### src/rtl/commit_unit_pkg.sv
// Shared types for the commit unit: FSM states, RISC-V opcode constants, ROB entry/status structs.
// Optional build macro: COMMIT_PERF_EN (adds retire/mispredict performance counters to commit_unit).
package commit_unit_pkg;

  localparam int DEF_NUM_ROB_ENTRY = 16;
  localparam int DEF_ROB_WIDTH     = 4;
  localparam int DEF_PHY_WIDTH     = 6;
  localparam int DEF_ARCH_REGS     = 32;
  localparam int DEF_SQ_WIDTH      = 4;

  typedef enum logic [1:0] {
    RUN     = 2'd0,
    FLUSH   = 2'd1,
    RESTORE = 2'd2
  } commit_state_t;

  localparam logic [6:0] OP_LUI    = 7'b0110111;
  localparam logic [6:0] OP_AUIPC  = 7'b0010111;
  localparam logic [6:0] OP_JAL    = 7'b1101111;
  localparam logic [6:0] OP_JALR   = 7'b1100111;
  localparam logic [6:0] OP_BRANCH = 7'b1100011;
  localparam logic [6:0] OP_LOAD   = 7'b0000011;
  localparam logic [6:0] OP_STORE  = 7'b0100011;
  localparam logic [6:0] OP_IMM    = 7'b0010011;
  localparam logic [6:0] OP_OP     = 7'b0110011;

  typedef struct packed {
    logic                         valid;
    logic [6:0]                   opcode;
    logic [4:0]                   rd_arch;
    logic [DEF_PHY_WIDTH-1:0]     rd_phy_old;
    logic [DEF_PHY_WIDTH-1:0]     rd_phy_new;
    logic [DEF_SQ_WIDTH-1:0]      store_id;
    logic                         mispredict;
    logic [31:0]                  update_pc;
    logic [31:0]                  actual_target;
    logic                         actual_taken;
  } rob_entry_t;

  typedef struct packed {
    rob_entry_t [DEF_NUM_ROB_ENTRY-1:0] entry;
    logic [DEF_NUM_ROB_ENTRY-1:0]       rob_finish;
    logic [DEF_ROB_WIDTH-1:0]           rob_head;
    logic                               rob_empty;
  } ROB_status_t;

  function automatic logic writes_rd(input logic [6:0] op);
    return !(op == OP_STORE || op == OP_BRANCH);
  endfunction

  function automatic logic is_ctrl(input logic [6:0] op);
    return (op == OP_BRANCH || op == OP_JAL || op == OP_JALR);
  endfunction

endpackage

### src/rtl/commit_unit_rrat.sv
// Retirement RAT: ARCH_REGS x PHY_WIDTH register file, one write port, whole array visible.
// Resets to the identity mapping (arch reg i -> phys tag i).
module commit_rrat #(
  parameter int ARCH_REGS = 32,
  parameter int PHY_WIDTH = 6
) (
  input  logic                                clk,
  input  logic                                rst,
  input  logic                                we,
  input  logic [4:0]                          waddr,
  input  logic [PHY_WIDTH-1:0]                wdata,
  output logic [ARCH_REGS-1:0][PHY_WIDTH-1:0] table_out
);

  logic [ARCH_REGS-1:0][PHY_WIDTH-1:0] rrat_q;

  always_ff @(posedge clk or posedge rst) begin
    if (rst) begin
      for (int i = 0; i < ARCH_REGS; i++) begin
        rrat_q[i] <= PHY_WIDTH'(i);
      end
    end else if (we) begin
      rrat_q[waddr] <= wdata;
    end
  end

  assign table_out = rrat_q;

endmodule

### src/rtl/commit_unit.sv
// In-order commit stage: retires the ROB head, trains the predictor, and runs flush/restore on mispredicts.
// Optional build macro: COMMIT_PERF_EN adds perf_commit_cnt / perf_mispredict_cnt outputs.
module commit_unit
  import commit_unit_pkg::*;
#(
  parameter int NUM_ROB_ENTRY = DEF_NUM_ROB_ENTRY,
  parameter int ROB_WIDTH     = DEF_ROB_WIDTH,
  parameter int PHY_WIDTH     = DEF_PHY_WIDTH,
  parameter int ARCH_REGS     = DEF_ARCH_REGS,
  parameter int SQ_WIDTH      = DEF_SQ_WIDTH
) (
  input  logic                                clk,
  input  logic                                rst,
  input  ROB_status_t                         rob_status,
  output logic                                commit_valid,
  output logic [4:0]                          commit_rd_arch,
  output logic [PHY_WIDTH-1:0]                commit_rd_phy,
  output logic                                free_valid,
  output logic [PHY_WIDTH-1:0]                free_phy,
  output logic                                store_commit_valid,
  output logic [SQ_WIDTH-1:0]                 store_commit_id,
  output logic                                bp_update_valid,
  output logic [31:0]                         bp_update_pc,
  output logic [31:0]                         bp_update_target,
  output logic                                bp_update_taken,
  output logic                                flush,
  output logic                                redirect_valid,
  output logic [31:0]                         redirect_pc,
  output logic                                rrat_restore_valid,
  output logic [ARCH_REGS-1:0][PHY_WIDTH-1:0] rrat_restore
`ifdef COMMIT_PERF_EN
  ,
  output logic [31:0]                         perf_commit_cnt,
  output logic [31:0]                         perf_mispredict_cnt
`endif
);

  commit_state_t            state;
  logic [ROB_WIDTH-1:0]     head;
  logic [NUM_ROB_ENTRY-1:0] finish;
  rob_entry_t               head_e;
  logic                     retire;
  logic                     rrat_we;

  assign head   = rob_status.rob_head;
  assign finish = rob_status.rob_finish;
  assign head_e = rob_status.entry[head];

  // Only RUN retires; heads seen during FLUSH/RESTORE belong to the squashed path.
  assign retire  = (state == RUN) && !rob_status.rob_empty && finish[head] && head_e.valid;
  assign rrat_we = retire && writes_rd(head_e.opcode) && (head_e.rd_arch != 5'd0);

  commit_rrat #(
    .ARCH_REGS (ARCH_REGS),
    .PHY_WIDTH (PHY_WIDTH)
  ) u_rrat (
    .clk       (clk),
    .rst       (rst),
    .we        (rrat_we),
    .waddr     (head_e.rd_arch),
    .wdata     (head_e.rd_phy_new),
    .table_out (rrat_restore)
  );

  always_ff @(posedge clk or posedge rst) begin
    if (rst) begin
      state              <= RUN;
      commit_valid       <= 1'b0;
      commit_rd_arch     <= '0;
      commit_rd_phy      <= '0;
      free_valid         <= 1'b0;
      free_phy           <= '0;
      store_commit_valid <= 1'b0;
      store_commit_id    <= '0;
      bp_update_valid    <= 1'b0;
      bp_update_pc       <= '0;
      bp_update_target   <= '0;
      bp_update_taken    <= 1'b0;
      flush              <= 1'b0;
      redirect_valid     <= 1'b0;
      redirect_pc        <= '0;
      rrat_restore_valid <= 1'b0;
    end else begin
      commit_valid       <= 1'b0;
      free_valid         <= 1'b0;
      store_commit_valid <= 1'b0;
      bp_update_valid    <= 1'b0;
      flush              <= 1'b0;
      redirect_valid     <= 1'b0;
      rrat_restore_valid <= 1'b0;
      case (state)
        RUN: begin
          if (retire) begin
            commit_valid   <= 1'b1;
            commit_rd_arch <= head_e.rd_arch;
            commit_rd_phy  <= head_e.rd_phy_new;
            if (rrat_we) begin
              free_valid <= 1'b1;
              free_phy   <= head_e.rd_phy_old;
            end
            if (head_e.opcode == OP_STORE) begin
              store_commit_valid <= 1'b1;
              store_commit_id    <= head_e.store_id;
            end
            if (is_ctrl(head_e.opcode)) begin
              bp_update_valid  <= 1'b1;
              bp_update_pc     <= head_e.update_pc;
              bp_update_target <= head_e.actual_target;
              bp_update_taken  <= head_e.actual_taken;
            end
            // flush is raised with the retire so it is high exactly while state==FLUSH
            if (head_e.mispredict) begin
              flush          <= 1'b1;
              redirect_valid <= 1'b1;
              redirect_pc    <= head_e.actual_taken ? head_e.actual_target
                                                    : head_e.update_pc + 32'd4;
              state          <= FLUSH;
            end
          end
        end
        FLUSH: begin
          rrat_restore_valid <= 1'b1;
          state              <= RESTORE;
        end
        RESTORE: begin
          state <= RUN;
        end
        default: begin
          state <= RUN;
        end
      endcase
    end
  end

`ifdef COMMIT_PERF_EN
  always_ff @(posedge clk or posedge rst) begin
    if (rst) begin
      perf_commit_cnt     <= '0;
      perf_mispredict_cnt <= '0;
    end else begin
      if (commit_valid) perf_commit_cnt <= perf_commit_cnt + 32'd1;
      if (flush)        perf_mispredict_cnt <= perf_mispredict_cnt + 32'd1;
    end
  end
`endif

endmodule
### config.mk
export PLATFORM = sky130hd
export DESIGN_NAME = commit_unit
export DESIGN_NICKNAME = d
export VERILOG_FILES = /design/src/rtl/commit_unit_pkg.sv /design/src/rtl/commit_unit_rrat.sv /design/src/rtl/commit_unit.sv
export SDC_FILE = /design/constraint.sdc
export NUM_CORES = 1
export LEC_CHECK = 0
export BUFFER_PORTS_ARGS = -buffer_cell sky130_fd_sc_hd__buf_4
export CORE_AREA = 5 5 713 715
export DETAILED_ROUTE_END_ITERATION = 12
export DIE_AREA = 0 0 718 720
export GPL_TIMING_DRIVEN = 0
export MAX_ROUTING_LAYER = met4
export PLACE_DENSITY = 0.3
export RECOVER_POWER = 25
export SLEW_MARGIN = 10
export SYNTH_ARGS = -nofsm -noshare
export SYNTH_HDL_FRONTEND = slang
export SYNTH_SLANG_ARGS = --single-unit
### constraint.sdc
create_clock -name clk -period 14.3 [get_ports clk]
set_input_delay 2.145 -clock clk [delete_from_list [all_inputs] [get_ports clk]]
set_output_delay 2.145 -clock clk [all_outputs]
set_load 0.005 [all_outputs]
### Yosys cells after proc, flatten, opt, wreduce, memory -nomap -nowiden

Index checks and enable logic that the tools add are counted.

| storage, ports and cells | value |
|---|---|
| register bits | 318 |
| bits in latches | 0 |
| memory bits (writable) | 0 |
| bits in read-only memories | 0 |
| output and inout bits | 317 |
| word-level logic and storage cells | 103 |
| memories kept | 0 |

| operators by class | value |
|---|---|
| add/subtract/negate cells | 1 |
| multiply operators | 0 |
| div/mod/pow operators | 0 |
| $lt $le $gt $ge | 3 |
| equal/unequal tests | 7 |
| shift operators | 0 |
| multiplexer cells | 26 |
| bitwise operators | 0 |
| reductions and logical operators | 19 |

Operator list:

| operator | count |
|---|---|
| $bmux W95 S4 | 1 |
| $bwmux W192 | 1 |
| $mux W95 | 1 |
| $add A32 B3 Y32 const B | 1 |
| $mux W32 | 1 |
| $demux W6 S5 | 1 |
| $eq A7 B7 Y1 const B | 3 |
| $mux W1 | 16 |
| $reduce_and A3 Y1 | 4 |
| $eq A7 B6 Y1 const B | 1 |
| $logic_and A1 B1 Y1 | 6 |
| $lt A5 B6 Y1 const B | 1 |
| $mux W6 | 1 |
| $ge A5 B1 Y1 const B | 1 |
| $lt A4 B5 Y1 const B | 1 |
| $reduce_bool A5 Y1 | 1 |
| $bmux W1 S4 | 1 |
| $mux W2 | 2 |
| $ne A2 B2 Y1 const B | 2 |
| $pmux W2 S2 | 1 |
| $reduce_and A2 Y1 | 2 |
| $logic_or A1 B1 Y1 | 3 |
| $eq A2 B1 Y1 const B | 1 |
| $logic_not A1 Y1 | 2 |
| $logic_not A2 Y1 | 1 |

### Depth between registers and ports, before layout

| depth | value |
|---|---|
| depth after elaboration | 10 |
| depth in mapped cells | 17 |
| mapped depth without buffers | 9 |

### Hierarchy

A second synthesis with hierarchy kept.

| unflattened totals | value |
|---|---|
| cell total of the unflattened synthesis | 1716 |
| area, all modules | 24244.5 µm² |

Modules (own cells, without submodules):

| module | instances | cells an instance | area an instance (µm²) | sequential area each (µm²) |
|---|---|---|---|---|
| commit_unit | 1 | 1262 | 16824.9 | 3153.0 |
| commit_rrat | 1 | 454 | 7419.6 | 4904.7 |

### Least setup slack after synthesis

No wires, ideal clock.

| path | value |
|---|---|
| path type | input to register |
| from | input port rob_status[1] (netlist name) |
| to | register redirect_pc[8] |
| arrival time | 4.933 ns |
| setup slack | 9.237 ns |
| cell stages on the path | 17 |
| path buffers | 8 |
| path through | buf_6 buf_12 buf_12 buf_12 buf_8 buf_8 buf_8 mux4_2 mux2i_1 mux2i_2 ha_1 and3_1 buf_2 and3_1 xor2_1 mux2i_1 o21ai_1 |

RTL lines:

| item | line | source |
|---|---|---|
| start: declaration | commit_unit.sv:14 | `input ROB_status_t rob_status,` |
| end signal: assignment | commit_unit.sv:115 | `redirect_pc <= head_e.actual_taken ? head_e.actual_target` |
| end: declaration | commit_unit.sv:28 | `output logic [31:0] redirect_pc,` |

==> results.py <==
metrics = {
    "outcome": {
        "outcome": "finished, violations left",
        "violations": "capacitance limit, slew limit",
    },
    "timing": {
        "period_share": 0.601,
        "post-route-worst-setup-slack_ns": 5.71,
        "worst_pin_slew_ns": 5.18,
        "clock_skew_ns": 0.0983,
        "slew_headroom": -2.45,
        "tns_ns": 0,
        "min_period_ns": 8.59,
        "slew_viol_final": 208,
        "setup_viol": 0,
        "hold_viol": 0,
        "max_freq_mhz": 116,
        "rsz0062_at_grt": "false",
    },
    "placed_design": {
        "gp_congestion": 0.905,
        "postPlaceCellArea_mm2": 0.0475,
        "pre_cts_slack_ns": 4.72,
        "dp_hpwl_um": 365000,
        "portBuffers": 1858,
        "place_inst": 10138,
    },
    "finish": {
        "area_growth_pct": 99.9,
        "fill_cells": 57574,
        "stdcell_count": 10357,
        "final_cell_area_mm2": 0.0496,
        "drive_gt1_frac": 0.795,
        "fin_nets": 5053,
    },
    "synthesis": {
        "syn_inst": 1585,
        "ys_seq_area_frac": 0.325,
        "syn_avg_cell_area_um2": 15.6,
        "synth_edf_count": 0,
        "async_flop_share": 1.00,
        "synth_nets": 3129,
        "ys.flop_type": "dfrtp_1",
        "netlist_area_mm2": 0.0248,
        "ys_warn_count": 0,
        "synth_seq_cells": 318,
        "yosysUniqueCellTypes": 61,
    },
    "power": {
        "p_leak_nw": 20.1,
        "ir_worst_vdd_uv": 98.5,
        "p_per_area_mw_per_mm2": 97.2,
    },
    "setup_path": {
        "reg2reg_depth": 8,
        "cp.arrival_ns": 8.20,
        "r2r_start": "state[0]",
        "path_cells": "clkbuf_4, clkinvlp_2, clkbuf_1",
        "cp_slowest_cell": "clkbuf_1",
        "timing.rr.end": "u_rrat.table_out[180]",
        "crit_fanout": 71,
        "critical_path.startpoint_type": "primary input",
        "required_ns": 13.91,
        "max_stage_delay_ns": 3.60,
        "crit_path_end_kind": "asynchronous set/reset pin",
        "worst-setup-path-type": "primary input to asynchronous set/reset pin",
        "crit_start": "rst",
        "r2r_slack_ns": 9.64,
    },
    "die": {
        "fp.coreArea_mm2": 0.501,
        "num_rows": 260,
        "die_h_um": 720,
        "dieWidth_um": 718,
        "start_util": 0.0495,
        "die_area_mm2": 0.517,
        "boundaryPins": 1860,
    },
    "min_path": {
        "worstHoldPathCells": 1,
        "min_from": "u_rrat.table_out[2]",
        "min_to": "u_rrat.table_out[2]",
        "worstHoldPathType": "flop to flop",
    },
    "drt": {
        "dr.pass1.iters": 4,
        "viasPerCell": 2.67,
        "drc_errors": 0,
        "drt-wirelength-per-cell_um": 38.6,
        "ant_nets": 0,
        "num_vias": 27673,
        "routed_wl_um": 400000,
        "drtIter0Drc": 1959,
    },
    "clocking": {
        "cts_max_level": 2,
        "clock_sinks": 318,
        "tritoncts": "done",
        "worstSkewPairLatency_ns": 0.76,
        "clk_pin_slew_ns": 0.06,
        "cts-resized-gates": 0,
        "cts_made_buffers": 50,
        "root_buffer": "clkbuf_16",
        "clock_path_buffers": 3,
        "postCtsSetupBuffers": 0,
        "holdBufCountCts": 0,
    },
    "global_routing": {
        "grt_usage": 0.153,
        "grt_pass1_vias": 28498,
        "met2_usage": 0.276,
        "grt.busiest_layer": "met2",
        "use_met3": 0.0478,
        "grt-ovfl-total": 0,
        "antenna_found_initial": 371,
        "grt_pass1_wl_um": 467000,
        "grt_max_degree": 73,
        "grt_use_met1": 0.168,
    },
    "job": {
        "drv_cap": 3,
    },
}
==> how the worst max path moves through the flow <==
stage	end	depth (start not counted)
2_1_floorplan	bp_update_pc[0]	1
3_3_place_gp	store_commit_id[3]	2
3_5_place_dp	redirect_pc[10]	16
4_1_cts	redirect_pc[10]	16
5_1_grt	u_rrat.table_out[4]	3
6_report	u_rrat.table_out[4]	3
==> report_power, final <==
group	switching [W]	internal, W
registers	0.000155	0.00119
clock network	0.000599	0.000777
logic	0.00110	0.00100
==> layout by cell type, fill, tap and decap left out, drive strengths merged, types with 3 or more instances in the layout <==
cell type / instances
buf: 1969
mux4: 424
mux2: 273
dfrtp: 238
diode: 126
clkbuf: 125
dfstp: 80
nand2: 76
a22oi: 53
nor2: 47
a21oi: 24
mux2i: 21
nand3: 19
o21ai: 18
xor2: 17
nand4b: 16
nand4: 15
inv: 15
clkinv: 13
and3: 11
nor3: 10
nor2b: 9
nand2b: 8
o31ai: 7
o22ai: 7
nor4: 6
clkinvlp: 5
xnor2: 4
o221ai: 4
a31o: 4
bufinv: 4
and2: 4
a311oi: 3
or2: 3
or3b: 3
==> metrics by stage <==
step | utilization | hold WS [ns] | power, W
floorplan | - | 0.448 | 0.00196
global route | 0.0989 | 0.468 | 0.00507
finish | 0.0990 | 0.461 | 0.00482
detailed placement | 0.0950 | 0.449 | 0.00353
CTS | 0.0985 | 0.462 | 0.00500
global placement | 0.0941 | 0.459 | 0.00351
==> synthesized netlist by cell type, drive strengths merged (8+ instances only) <==
cell type / instances / share of area
nand4b: 16 / 0.0057
inv: 9 / 0.0014
mux2i: 21 / 0.0088
dfstp: 80 / 0.085
a22oi: 53 / 0.016
dfrtp: 238 / 0.24
a21oi: 24 / 0.0048
and3: 11 / 0.0028
buf: 99 / 0.037
nand2: 76 / 0.012
o21ai: 18 / 0.0036
nor3: 10 / 0.0035
nor2b: 9 / 0.0023
mux4: 424 / 0.39
mux2: 273 / 0.13
xor2: 17 / 0.0060
nor2: 47 / 0.0079
clkbuf: 57 / 0.0086
nand2b: 8 / 0.0020
nand3: 19 / 0.0038
nand4: 15 / 0.0046
==> cells by family after synthesis <==
group           synth area share
xor+xnor                 0.00742
buf+inv                   0.0495
fa+ha+maj               0.000504
flops                      0.325
mux                        0.533
compound gates            0.0339
simple gates              0.0508
==> worst max-delay path, delay by kind of cell <==
kind | cells | cell delay (ns)
buffers and inverters | 3 | 5.69
==> area by class of cell <==
class,instances,area (µm²),share of cell area
multi-input cells,1097,15600,0.314
repair buffers,1872,14200,0.287
well taps,6681,8360,0.169
flip-flops and latches,318,8060,0.163
clock buffers,65,1410,0.0284
plain buffers,161,1220,0.0247
clock inverters,28,359,0.00724
diodes,126,315,0.00636
inverters,9,35.0,0.000707
==> sequential cells by signal (all words and copies together), names as in the netlist <==
register / count
bp_update_pc: 32
bp_update_taken: 1
bp_update_target: 32
bp_update_valid: 1
commit_rd_arch: 5
commit_rd_phy: 6
commit_valid: 1
free_phy: 6
free_valid: 1
redirect_pc: 32
redirect_valid: 1
rrat_restore_valid: 1
state: 2
store_commit_id: 4
store_commit_valid: 1
u_rrat.table_out: 192
==> layer usage <==
metal / vias to the layer above / routed length, µm
li1: 10698 / -
met1: 14568 / 154000
met2: 1922 / 208000
met3: 485 / 30200
met4: 0 / 7670
met5: - / 0
Power figures use the tool's default switching activity.
